==> config.mk <==
export PLATFORM = sky130hd
export DESIGN_NAME = posit_enc_sched_flat
export DESIGN_NICKNAME = d
export VERILOG_FILES = /design/src/rtl/posit_enc_pkg.sv /design/src/rtl/posit_enc_sched_if.sv /design/src/rtl/posit_enc_sched_rr_arbiter.sv /design/src/rtl/posit_enc_sched.sv /design/src/flat_wrapper.sv
export SDC_FILE = /design/constraint.sdc
export NUM_CORES = 1
export LEC_CHECK = 0
export BUFFER_PORTS_ARGS = -buffer_cell sky130_fd_sc_hd__buf_2
export CORE_MARGIN = 2
export CORE_UTILIZATION = 44
export DETAILED_ROUTE_END_ITERATION = 12
export GPL_TIMING_DRIVEN = 0
export PLACE_DENSITY = 0.8
export SKIP_CTS_REPAIR_TIMING = 1
export SYNTH_ARGS = -nofsm -noshare
export SYNTH_HDL_FRONTEND = slang
export SYNTH_HIERARCHICAL = 1
export SYNTH_SLANG_ARGS = --single-unit
==> constraint.sdc <==
create_clock -name clk -period 1.7 [get_ports clk]
set_clock_uncertainty 0.2 [all_clocks]
set_input_delay 0 -clock clk [delete_from_list [all_inputs] [get_ports clk]]
set_output_delay 0 -clock clk [all_outputs]
set_load 0.005 [all_outputs]
==> src/rtl/posit_enc_pkg.sv <==
// Shared field widths, the NaR constant and the scheduler state encoding
// for the posit encoder scheduler.
package posit_enc_pkg;

  localparam int K_W     = 6;
  localparam int EXP_W   = 3;
  localparam int MANT_W  = 32;
  localparam int POSIT_W = 32;

  localparam logic [POSIT_W-1:0] POSIT_NAR = 32'h8000_0000;

  typedef enum logic [1:0] {
    ST_IDLE,
    ST_LAUNCH,
    ST_WAIT,
    ST_HOLD
  } state_t;

endpackage

==> src/rtl/posit_enc_sched_if.sv <==
// Request/result bundle between the arithmetic cores (master) and the
// encoder scheduler (slave).
interface posit_enc_sched_if #(
  parameter int NUM_REQ = 2,
  parameter int TAG_W   = 3
);
  import posit_enc_pkg::*;

  logic [NUM_REQ-1:0]         req_valid;
  logic [NUM_REQ-1:0]         req_ready;
  logic [NUM_REQ-1:0]         req_sign;
  logic [K_W*NUM_REQ-1:0]     req_k;
  logic [EXP_W*NUM_REQ-1:0]   req_exp;
  logic [MANT_W*NUM_REQ-1:0]  req_mant;

  logic                       res_valid;
  logic                       res_ready;
  logic [POSIT_W-1:0]         res_posit;
  logic [TAG_W-1:0]           res_tag;
  logic                       res_err;

  modport master (
    output req_valid, req_sign, req_k, req_exp, req_mant, res_ready,
    input  req_ready, res_valid, res_posit, res_tag, res_err
  );

  modport slave (
    input  req_valid, req_sign, req_k, req_exp, req_mant, res_ready,
    output req_ready, res_valid, res_posit, res_tag, res_err
  );

endinterface

==> src/rtl/posit_enc_sched_rr_arbiter.sv <==
// Round-robin arbiter: picks the first asserted request at or above ptr,
// wrapping from NUM_REQ-1 back to 0.
module rr_arbiter #(
  parameter int NUM_REQ = 2,
  parameter int IDX_W   = 1
) (
  input  logic [NUM_REQ-1:0] req,
  input  logic [IDX_W-1:0]   ptr,
  output logic [NUM_REQ-1:0] grant,
  output logic [IDX_W-1:0]   idx,
  output logic               found
);

  // rotating priority search starting at ptr
  always_comb begin
    int cand;
    grant = '0;
    idx   = '0;
    found = 1'b0;
    cand  = 0;
    for (int o = 0; o < NUM_REQ; o++) begin
      cand = int'(ptr) + o;
      if (cand >= NUM_REQ) cand = cand - NUM_REQ;
      if (!found && req[cand]) begin
        found       = 1'b1;
        grant[cand] = 1'b1;
        idx         = IDX_W'(cand);
      end
    end
  end

endmodule

==> src/rtl/posit_enc_sched.sv <==
// Shares one posit encoder between NUM_REQ producers: arbitrates, latches
// the winner's fields, runs the encoder start/done handshake and returns
// the tagged posit on the result port.
// Optional build macro POSIT_ENC_WDOG_EN adds an encoder watchdog that
// aborts a hung run with NaR and res_err=1.
//
//   state  | meaning
//   IDLE   | arbitrating, req_ready offered to the grant
//   LAUNCH | operands latched, enc_start high for this one cycle
//   WAIT   | waiting for enc_done (or watchdog limit)
//   HOLD   | result presented until res_ready
module posit_enc_sched
  import posit_enc_pkg::*;
#(
  parameter int NUM_REQ     = 2,
  parameter int TAG_W       = 3,
  parameter int WDOG_CYCLES = 63
) (
  input  logic                clk,
  input  logic                rst,
  posit_enc_sched_if.slave    bus,
  output logic                busy,
  output logic                enc_rst_n,
  output logic                enc_start,
  output logic                enc_sign,
  output logic [K_W-1:0]      enc_k,
  output logic [EXP_W-1:0]    enc_exp,
  output logic [MANT_W-1:0]   enc_mant,
  input  logic [POSIT_W-1:0]  enc_p,
  input  logic                enc_done
);

  localparam int IDX_W = (NUM_REQ > 1) ? $clog2(NUM_REQ) : 1;

  state_t             state, state_nxt;
  logic [IDX_W-1:0]   rr_ptr, gnt_idx;
  logic [NUM_REQ-1:0] gnt;
  logic               gnt_found;
  logic               wdog_fire;
  logic [POSIT_W-1:0] res_posit_q;
  logic [TAG_W-1:0]   res_tag_q;

  rr_arbiter #(.NUM_REQ(NUM_REQ), .IDX_W(IDX_W)) u_arb (
    .req   (bus.req_valid),
    .ptr   (rr_ptr),
    .grant (gnt),
    .idx   (gnt_idx),
    .found (gnt_found)
  );

  // next-state and handshake decode
  always_comb begin
    state_nxt     = state;
    bus.req_ready = '0;
    enc_start     = 1'b0;
    case (state)
      ST_IDLE: begin
        bus.req_ready = gnt;
        if (gnt_found) state_nxt = ST_LAUNCH;
      end
      ST_LAUNCH: begin
        enc_start = 1'b1;
        state_nxt = ST_WAIT;
      end
      ST_WAIT: begin
        if (enc_done || wdog_fire) state_nxt = ST_HOLD;
      end
      ST_HOLD: begin
        if (bus.res_ready) state_nxt = ST_IDLE;
      end
      default: state_nxt = ST_IDLE;
    endcase
  end

  assign busy          = (state != ST_IDLE);
  assign bus.res_valid = (state == ST_HOLD);
  assign bus.res_posit = res_posit_q;
  assign bus.res_tag   = res_tag_q;

  // state, pointer, operand and result registers
  always_ff @(posedge clk) begin
    if (rst) begin
      state       <= ST_IDLE;
      rr_ptr      <= '0;
      res_posit_q <= '0;
      res_tag_q   <= '0;
      enc_sign    <= 1'b0;
      enc_k       <= '0;
      enc_exp     <= '0;
      enc_mant    <= '0;
    end else begin
      state <= state_nxt;
      if (state == ST_IDLE && gnt_found) begin
        enc_sign  <= bus.req_sign[gnt_idx];
        enc_k     <= bus.req_k[K_W*int'(gnt_idx) +: K_W];
        enc_exp   <= bus.req_exp[EXP_W*int'(gnt_idx) +: EXP_W];
        enc_mant  <= bus.req_mant[MANT_W*int'(gnt_idx) +: MANT_W];
        res_tag_q <= TAG_W'(gnt_idx);
        if (int'(gnt_idx) == NUM_REQ - 1) rr_ptr <= '0;
        else                              rr_ptr <= gnt_idx + 1'b1;
      end
      if (state == ST_WAIT && enc_done) res_posit_q <= enc_p;
      else if (wdog_fire)               res_posit_q <= POSIT_NAR;
    end
  end

  // encoder reset follows rst one cycle late; a watchdog abort pulses it
  always_ff @(posedge clk) begin
    enc_rst_n <= !rst && !wdog_fire;
  end

`ifdef POSIT_ENC_WDOG_EN
  localparam int WC_W = $clog2(WDOG_CYCLES + 1);
  logic [WC_W-1:0] wdog_cnt;
  logic            res_err_q;

  // counts WAIT cycles; cleared while launching
  always_ff @(posedge clk) begin
    if (rst || state == ST_LAUNCH) wdog_cnt <= '0;
    else if (state == ST_WAIT)     wdog_cnt <= wdog_cnt + 1'b1;
  end

  // enc_done on the limit cycle wins over the abort
  assign wdog_fire = (state == ST_WAIT) && !enc_done &&
                     (wdog_cnt == WC_W'(WDOG_CYCLES - 1));

  // error flag travels with the result it describes
  always_ff @(posedge clk) begin
    if (rst)                          res_err_q <= 1'b0;
    else if (state == ST_WAIT && enc_done) res_err_q <= 1'b0;
    else if (wdog_fire)               res_err_q <= 1'b1;
  end

  assign bus.res_err = res_err_q;
`else
  assign wdog_fire   = 1'b0;
  assign bus.res_err = 1'b0;
`endif

endmodule

==> src/flat_wrapper.sv <==
// flat-port wrapper written by rule: the top's interface ports become plain ports
module posit_enc_sched_flat import posit_enc_pkg::*;
#(
  parameter int NUM_REQ     = 2,
  parameter int TAG_W       = 3,
  parameter int WDOG_CYCLES = 63
)
  (clk, rst, busy, enc_rst_n, enc_start, enc_sign, enc_k, enc_exp, enc_mant, enc_p, enc_done, bus_req_valid, bus_req_sign, bus_req_k, bus_req_exp, bus_req_mant, bus_res_ready, bus_req_ready, bus_res_valid, bus_res_posit, bus_res_tag, bus_res_err);
  posit_enc_sched_if #(.NUM_REQ(NUM_REQ), .TAG_W(TAG_W)) bus_i ();
  input  logic clk;
  input  logic rst;
  output logic busy;
  output logic enc_rst_n;
  output logic enc_start;
  output logic enc_sign;
  output logic [K_W-1:0] enc_k;
  output logic [EXP_W-1:0] enc_exp;
  output logic [MANT_W-1:0] enc_mant;
  input  logic [POSIT_W-1:0] enc_p;
  input  logic enc_done;
  input wire logic [$bits(bus_i.req_valid)-1:0] bus_req_valid;
  input wire logic [$bits(bus_i.req_sign)-1:0] bus_req_sign;
  input wire logic [$bits(bus_i.req_k)-1:0] bus_req_k;
  input wire logic [$bits(bus_i.req_exp)-1:0] bus_req_exp;
  input wire logic [$bits(bus_i.req_mant)-1:0] bus_req_mant;
  input wire logic [$bits(bus_i.res_ready)-1:0] bus_res_ready;
  output wire logic [$bits(bus_i.req_ready)-1:0] bus_req_ready;
  output wire logic [$bits(bus_i.res_valid)-1:0] bus_res_valid;
  output wire logic [$bits(bus_i.res_posit)-1:0] bus_res_posit;
  output wire logic [$bits(bus_i.res_tag)-1:0] bus_res_tag;
  output wire logic [$bits(bus_i.res_err)-1:0] bus_res_err;
  assign bus_i.req_valid = bus_req_valid;
  assign bus_i.req_sign = bus_req_sign;
  assign bus_i.req_k = bus_req_k;
  assign bus_i.req_exp = bus_req_exp;
  assign bus_i.req_mant = bus_req_mant;
  assign bus_i.res_ready = bus_res_ready;
  assign bus_req_ready = bus_i.req_ready;
  assign bus_res_valid = bus_i.res_valid;
  assign bus_res_posit = bus_i.res_posit;
  assign bus_res_tag = bus_i.res_tag;
  assign bus_res_err = bus_i.res_err;
  posit_enc_sched #(.NUM_REQ(NUM_REQ), .TAG_W(TAG_W), .WDOG_CYCLES(WDOG_CYCLES)) u_core (.clk(clk), .rst(rst), .bus(bus_i), .busy(busy), .enc_rst_n(enc_rst_n), .enc_start(enc_start), .enc_sign(enc_sign), .enc_k(enc_k), .enc_exp(enc_exp), .enc_mant(enc_mant), .enc_p(enc_p), .enc_done(enc_done));
endmodule
==> impl_metrics.env, run 1 <==
export IMPL_synth_edff_count=0
export IMPL_synth_flop_cell="dfxtp_1"
export IMPL_clock_latency_ns=0.33
export IMPL_start_util_pct=45.9
export IMPL_timing_setup_tns_ns=0
export IMPL_yosysTopAreaCell="dfxtp_1"
export IMPL_synthCells=367
export IMPL_h_tree_depth=3
export IMPL_grt_pass1_wl_mm=15.0
export IMPL_arrival_ns=1.70
export IMPL_portBuffers=201
export IMPL_power_leakage_nw=2.90
export IMPL_setup_violations=0
export IMPL_hp_class="in -> reg"
export IMPL_synth_seq_area_share_pct=44.1
export IMPL_cpLargestDelayFamily="buffers and inverters"
export IMPL_hold_violations=0
export IMPL_max_cap_violations=0
export IMPL_crit_chain="inv_1 -> a21boi_2 -> buf_6 -> buf_6 -> mux2i_1 -> a211oi_2"
export IMPL_yosys_warnings=6
export IMPL_fmax_mhz=589
export IMPL_hpwl_mm=7.61
export IMPL_rows=32
export IMPL_period_share_pct=99.8
export IMPL_ios=206
export IMPL_irDropWorstVdd_uv=703
export IMPL_grt_pass1_vias=3275
export IMPL_fin_crit_ns=1.70
export IMPL_grt_usage_pct=21.3
export IMPL_yosys_top_cells_count="79 x dfxtp_1, 66 x nand2_1, 44 x mux2i_1, 44 x nor2_1, 42 x a211oi_2"
export IMPL_dp_slack_ns=-0.145
export IMPL_post_drt_wl_per_cell_um=16.4
export IMPL_cts_num_sinks=79
export IMPL_clk_pin_slew_ns=0.09
export IMPL_die_area_um2=8880
export IMPL_fin_ws_ns=0.00345
export IMPL_die_w_um=94.2
export IMPL_critPathSlowestCell="dfxtp_1"
export IMPL_area_growth_pct=75.1
export IMPL_overflow=0
export IMPL_syn_avg_cell_area_um2=9.76
export IMPL_worstSetupPathType="reg -> reg"
export IMPL_cts_made_buffers=9
export IMPL_via_count=4092
export IMPL_antenna_found_initial=0
export IMPL_drive_above_1_share_pct=43.7
export IMPL_drtPass1Iterations=4
export IMPL_finalWirelength_mm=13.3
export IMPL_p_per_area_nw_per_um2=1180
export IMPL_cp_required_ns=1.70
export IMPL_cp_depth=6
export IMPL_status="complete, no violations"
export IMPL_worstMarginPinSlew_ns=0.733
export IMPL_fin_nets=831
export IMPL_rr_worst_depth=6
export IMPL_cp_buffers_inverters=3
export IMPL_power_total_mw=7.41
export IMPL_place_inst=672
export IMPL_rsz0062_at_grt="yes"
export IMPL_n_antenna_cell=0
export IMPL_synth_seq_cells=79
export IMPL_drt_iter0_markers=178
export IMPL_max_stage_delay_ns=0.36
export IMPL_yosys_area_top_type_share_pct=44.1
export IMPL_max_slew_margin_rel_pct=51.1
export IMPL_placed_cell_area_um2=4720
export IMPL_root_buffer="clkbuf_8"
export IMPL_coreArea_um2=7810
export IMPL_drc=0
export IMPL_postSynth_asyncResetShare_pct=0
export IMPL_critPathMaxFanout=10
export IMPL_end_kind="flip-flop"
export IMPL_synthTopCellsByArea="dfxtp_1 44%, a211oi_2 15%, mux2i_1 12%"
export IMPL_hold_path_depth=5
export IMPL_cts_tree="done"
export IMPL_drv_slew=0
export IMPL_worst_path_most_repeated_cell="buf_6"
export IMPL_grt_max_degree=14
export IMPL_critPathLaunchType="flip-flop"
export IMPL_place_congestion=0.761
export IMPL_instances_no_fill=812
export IMPL_fp_dieH_um=94.2
export IMPL_cts_path_max_buffers=2
export IMPL_routed_via_density=5.04
export IMPL_synth_most_common_cell="dfxtp_1"
export IMPL_synth_cell_types=24
export IMPL_fin_area_um2=6270
export IMPL_netlist_area_um2=3580
export IMPL_detail_route_antenna_nets=0
[flip-flops by register name (all words and copies together), names as in the netlist, 2 cells and up]
| signal | count |
|---|---|
| u_core/enc_exp | 3 |
| u_core/bus.res_posit | 32 |
| u_core/enc_k | 6 |
| u_core/state | 2 |
| u_core/enc_mant | 32 |
[where the power goes]
group | switching, mW | leakage (nW) | total, mW | internal (mW)
Sequential | 0.273 | 0.650 | 2.63 | 2.35
Combinational | 1.55 | 2.13 | 3.12 | 1.57
Clock | 0.685 | 0.120 | 1.66 | 0.975
[metal layers]
metal,GRT usage (%),vias up,routed length (µm)
li1,-,1923,-
met1,24.3,1904,4920
met2,37.3,221,6710
met3,7.30,44,1210
met4,6.52,0,440
met5,0,-,0
[through the flow]
stage | util [%] | hold WS, ns
final | 80.3 | 0.119
after global routing | 80.3 | 0.169
after CTS | 63.5 | -0.327
after detailed placement | 60.5 | 0.0474
after global placement | 60.5 | 0.0402
after floorplan | - | -0.0640
[worst reg2reg max path: stages, from the launching register on]
cell and delay (ns):
dfxtp_1 0.36, inv_1 0.07, a21boi_2 0.14, buf_6 0.17
buf_6 0.18, mux2i_1 0.32, a211oi_2 0.12
[placed cells by master (no fill, tap or decap), types with 4 or more instances in the layout]
| cell | Yosys | routed |
|---|---|---|
| clkbuf_8 | 0 | 9 |
| a211oi_2 | 42 | 42 |
| buf_2 | 8 | 207 |
| inv_1 | 6 | 4 |
| nor2_1 | 44 | 44 |
| a21oi_1 | 32 | 32 |
| mux2i_1 | 44 | 35 |
| buf_6 | 1 | 6 |
| dfxtp_1 | 79 | 77 |
| mux2i_2 | 0 | 9 |
| buf_4 | 13 | 13 |
| dlygate4sd3_1 | 0 | 119 |
| nand2_1 | 66 | 66 |
| buf_12 | 5 | 5 |
[cells by family after synthesis]
logic type / count (synthesis) / share of synthesized area, %
AO/OA/AOI/OAI: 81 / 20.7
multiplexers: 44 / 12.3
other: 1 / 0.105
buffers and inverters: 40 / 8.31
adder cells (fa/ha/maj): 4 / 1.40
AND/OR/NAND/NOR: 118 / 13.0
flip-flops: 79 / 44.1
[layout make-up]
type | count | area, µm²
repair buffers | 325 | 2230
multi-input cells | 250 | 1760
flip-flops and latches | 79 | 1580
fillers | 451 | 1540
plain buffers | 34 | 303
clock buffers | 10 | 128
well taps | 102 | 128
clock inverters | 6 | 109
inverters | 6 | 22.5
[path summary, 6_finish.rpt]
check | from | endpoint | slack (ns)
setup / recovery | u_core/rr_ptr | u_core/enc_k[3] | 0.003
hold / removal | bus_req_valid[1] | u_core/state[1] | 0.12
setup reg to reg | u_core/rr_ptr | u_core/enc_k[3] | 0.003
hold reg to reg | u_core/bus.res_posit[30] | u_core/bus.res_posit[30] | 0.26
(Power assumes the default switching activity.)
==> run 2, diff against run 1 <==
--- a/config.mk
+++ b/config.mk
@@ -7,10 +7,9 @@
 export LEC_CHECK = 0
 export BUFFER_PORTS_ARGS = -buffer_cell sky130_fd_sc_hd__buf_2
 export CORE_MARGIN = 2
-export CORE_UTILIZATION = 44
+export CORE_UTILIZATION = 30
 export DETAILED_ROUTE_END_ITERATION = 12
 export GPL_TIMING_DRIVEN = 0
-export PLACE_DENSITY = 0.8
 export SKIP_CTS_REPAIR_TIMING = 1
 export SYNTH_ARGS = -nofsm -noshare
 export SYNTH_HDL_FRONTEND = slang
==> constraint.sdc (replaced) <==
create_clock -name clk -period 2.04 [get_ports clk]
set_clock_uncertainty 0.2 [all_clocks]
set_input_delay 0 -clock clk [delete_from_list [all_inputs] [get_ports clk]]
set_output_delay 0 -clock clk [all_outputs]
set_load 0.005 [all_outputs]
==> impl_metrics.env, run 2 (synthesis gave the netlist of run 1 again) <==
export IMPL_coreArea_um2=11500
export IMPL_rsz0062_at_grt="no"
export IMPL_worstMarginPinSlew_ns=0.764
export IMPL_grt_pass1_wl_mm=15.6
export IMPL_clock_latency_ns=0.33
export IMPL_cp_required_ns=2.02
export IMPL_hold_path_end="u_core/state[1]"
export IMPL_critPathLaunchType="flip-flop"
export IMPL_max_cap_violations=0
export IMPL_n_antenna_cell=0
export IMPL_arrival_ns=1.79
export IMPL_overflow=0
export IMPL_drc=0
export IMPL_cts_made_buffers=9
export IMPL_place_inst=713
export IMPL_seq_area_um2=1580
export IMPL_nFillCells=1004
export IMPL_status="complete, no violations"
export IMPL_portBuffers=201
export IMPL_max_slew_margin_rel_pct=49.1
export IMPL_met1_usage_pct=17.4
export IMPL_placed_cell_area_um2=4770
export IMPL_end_kind="flip-flop"
export IMPL_hp_class="in -> reg"
export IMPL_drtPass1Iterations=6
export IMPL_use_met2_pct=25.8
export IMPL_clk_pin_slew_ns=0.06
export IMPL_grt_max_degree=12
export IMPL_cts_path_max_buffers=2
export IMPL_detail_route_antenna_nets=0
export IMPL_place_congestion=0.729
export IMPL_hpwl_mm=7.87
export IMPL_start_util_pct=31.1
export IMPL_antenna_found_initial=0
export IMPL_routed_via_density=4.51
export IMPL_setup_violations=0
export IMPL_irDropWorstVdd_uv=394
export IMPL_fp_dieH_um=113
export IMPL_fin_crit_ns=1.81
export IMPL_grt_busiest_layer="met2"
export IMPL_rr_endpoint="u_core/enc_mant[16]"
export IMPL_drive_above_1_share_pct=40.1
export IMPL_fin_area_um2=6220
export IMPL_cts_num_sinks=79
export IMPL_fin_nets=826
export IMPL_multiInputGateArea_um2=1710
export IMPL_ios=206
export IMPL_rr_worst_depth=6
export IMPL_instances_no_fill=847
export IMPL_use_met3_pct=7.02
export IMPL_hold_path_depth=4
export IMPL_critPathMaxFanout=10
export IMPL_final_common_cell="buf_2"
export IMPL_die_area_um2=12800
export IMPL_cts_tree="done"
export IMPL_worstSetupPathType="reg -> reg"
export IMPL_cp_startpoint="u_core/rr_ptr"
export IMPL_regToRegSetupSlack_ns=0.23
export IMPL_dp_slack_ns=0.226
export IMPL_drt_iter0_markers=155
export IMPL_hold_start="bus_req_valid[1]"
export IMPL_fmax_mhz=552
export IMPL_via_count=3816
export IMPL_hold_violations=0
export IMPL_final_cell_mix="209 x buf_2, 119 x dlygate4sd3_1, 79 x dfxtp_1"
export IMPL_power_leakage_nw=2.87
export IMPL_p_per_area_nw_per_um2=973
export IMPL_drv_slew=0
export IMPL_die_w_um=113
export IMPL_worstReg2RegStart="u_core/rr_ptr"
export IMPL_h_tree_depth=3
export IMPL_grt_pass1_vias=3272
export IMPL_fin_ws_ns=0.229
export IMPL_finalWirelength_mm=12.4
export IMPL_root_buffer="clkbuf_16"
export IMPL_grt_usage_pct=15.3
export IMPL_timing_setup_tns_ns=0
export IMPL_post_drt_wl_per_cell_um=14.6
export IMPL_rows=39
export IMPL_utilization_pct=54.1
export IMPL_area_growth_pct=73.8
export IMPL_period_share_pct=88.8
run 2: changes by cell type in the layout (fill, tap and decap cells not counted), sizes merged:
| cell | change |
|---|---|
| bufinv | -3 |
| clkinv | -2 |
| clkbuf | -1 |
run 2: worst max-delay path by stage:
stage | endpoint | slack [ns]
2_1_floorplan | u_core/enc_exp[0] | 0.44
3_3_place_gp | u_core/enc_mant[16] | 0.27
3_5_place_dp | u_core/enc_mant[18] | 0.23
4_1_cts | u_core/enc_mant[18] | 0.22
5_1_grt | u_core/bus.res_posit[8] | 0.03
6_report | u_core/enc_mant[16] | 0.23
run 2: power breakdown:
group          internal [mW]  switching (mW)
Sequential              1.96           0.209
Combinational           1.25            1.22
Clock                  0.849           0.569
Total                   4.06            2.00
run 2: through the flow:
step | power, mW | hold slack (ns)
floorplan | 3.64 | -0.0640
global placement | 4.42 | 0.0405
detailed placement | 4.49 | 0.0479
CTS | 5.94 | -0.306
global route | 6.45 | 0.0847
finish | 6.06 | 0.0528
run 2: worst max-delay path, stage by stage (launching register included):
cell and delay (ns):
dfxtp_1 0.34, inv_1 0.05, a21boi_0 0.16, buf_4 0.25, buf_4 0.26, mux2i_1 0.29
a211oi_2 0.10
run 2: area by class of cell:
class	count	area share, %
inverters	6	0.362
plain buffers	34	4.42
multi-input cells	250	27.5
clock buffers	14	4.08
flip-flops and latches	79	25.4
repair buffers	320	35.3
clock inverters	1	0.0804
well taps	143	2.87
run 2: routing by layer:
metal / wire, µm / vias up / share of wire (%)
met5: 0 / - / 0
met4: 245 / 0 / 2.0
met3: 995 / 19 / 8.0
met2: 6320 / 156 / 51
met1: 4810 / 1728 / 39
li1: - / 1913 / -
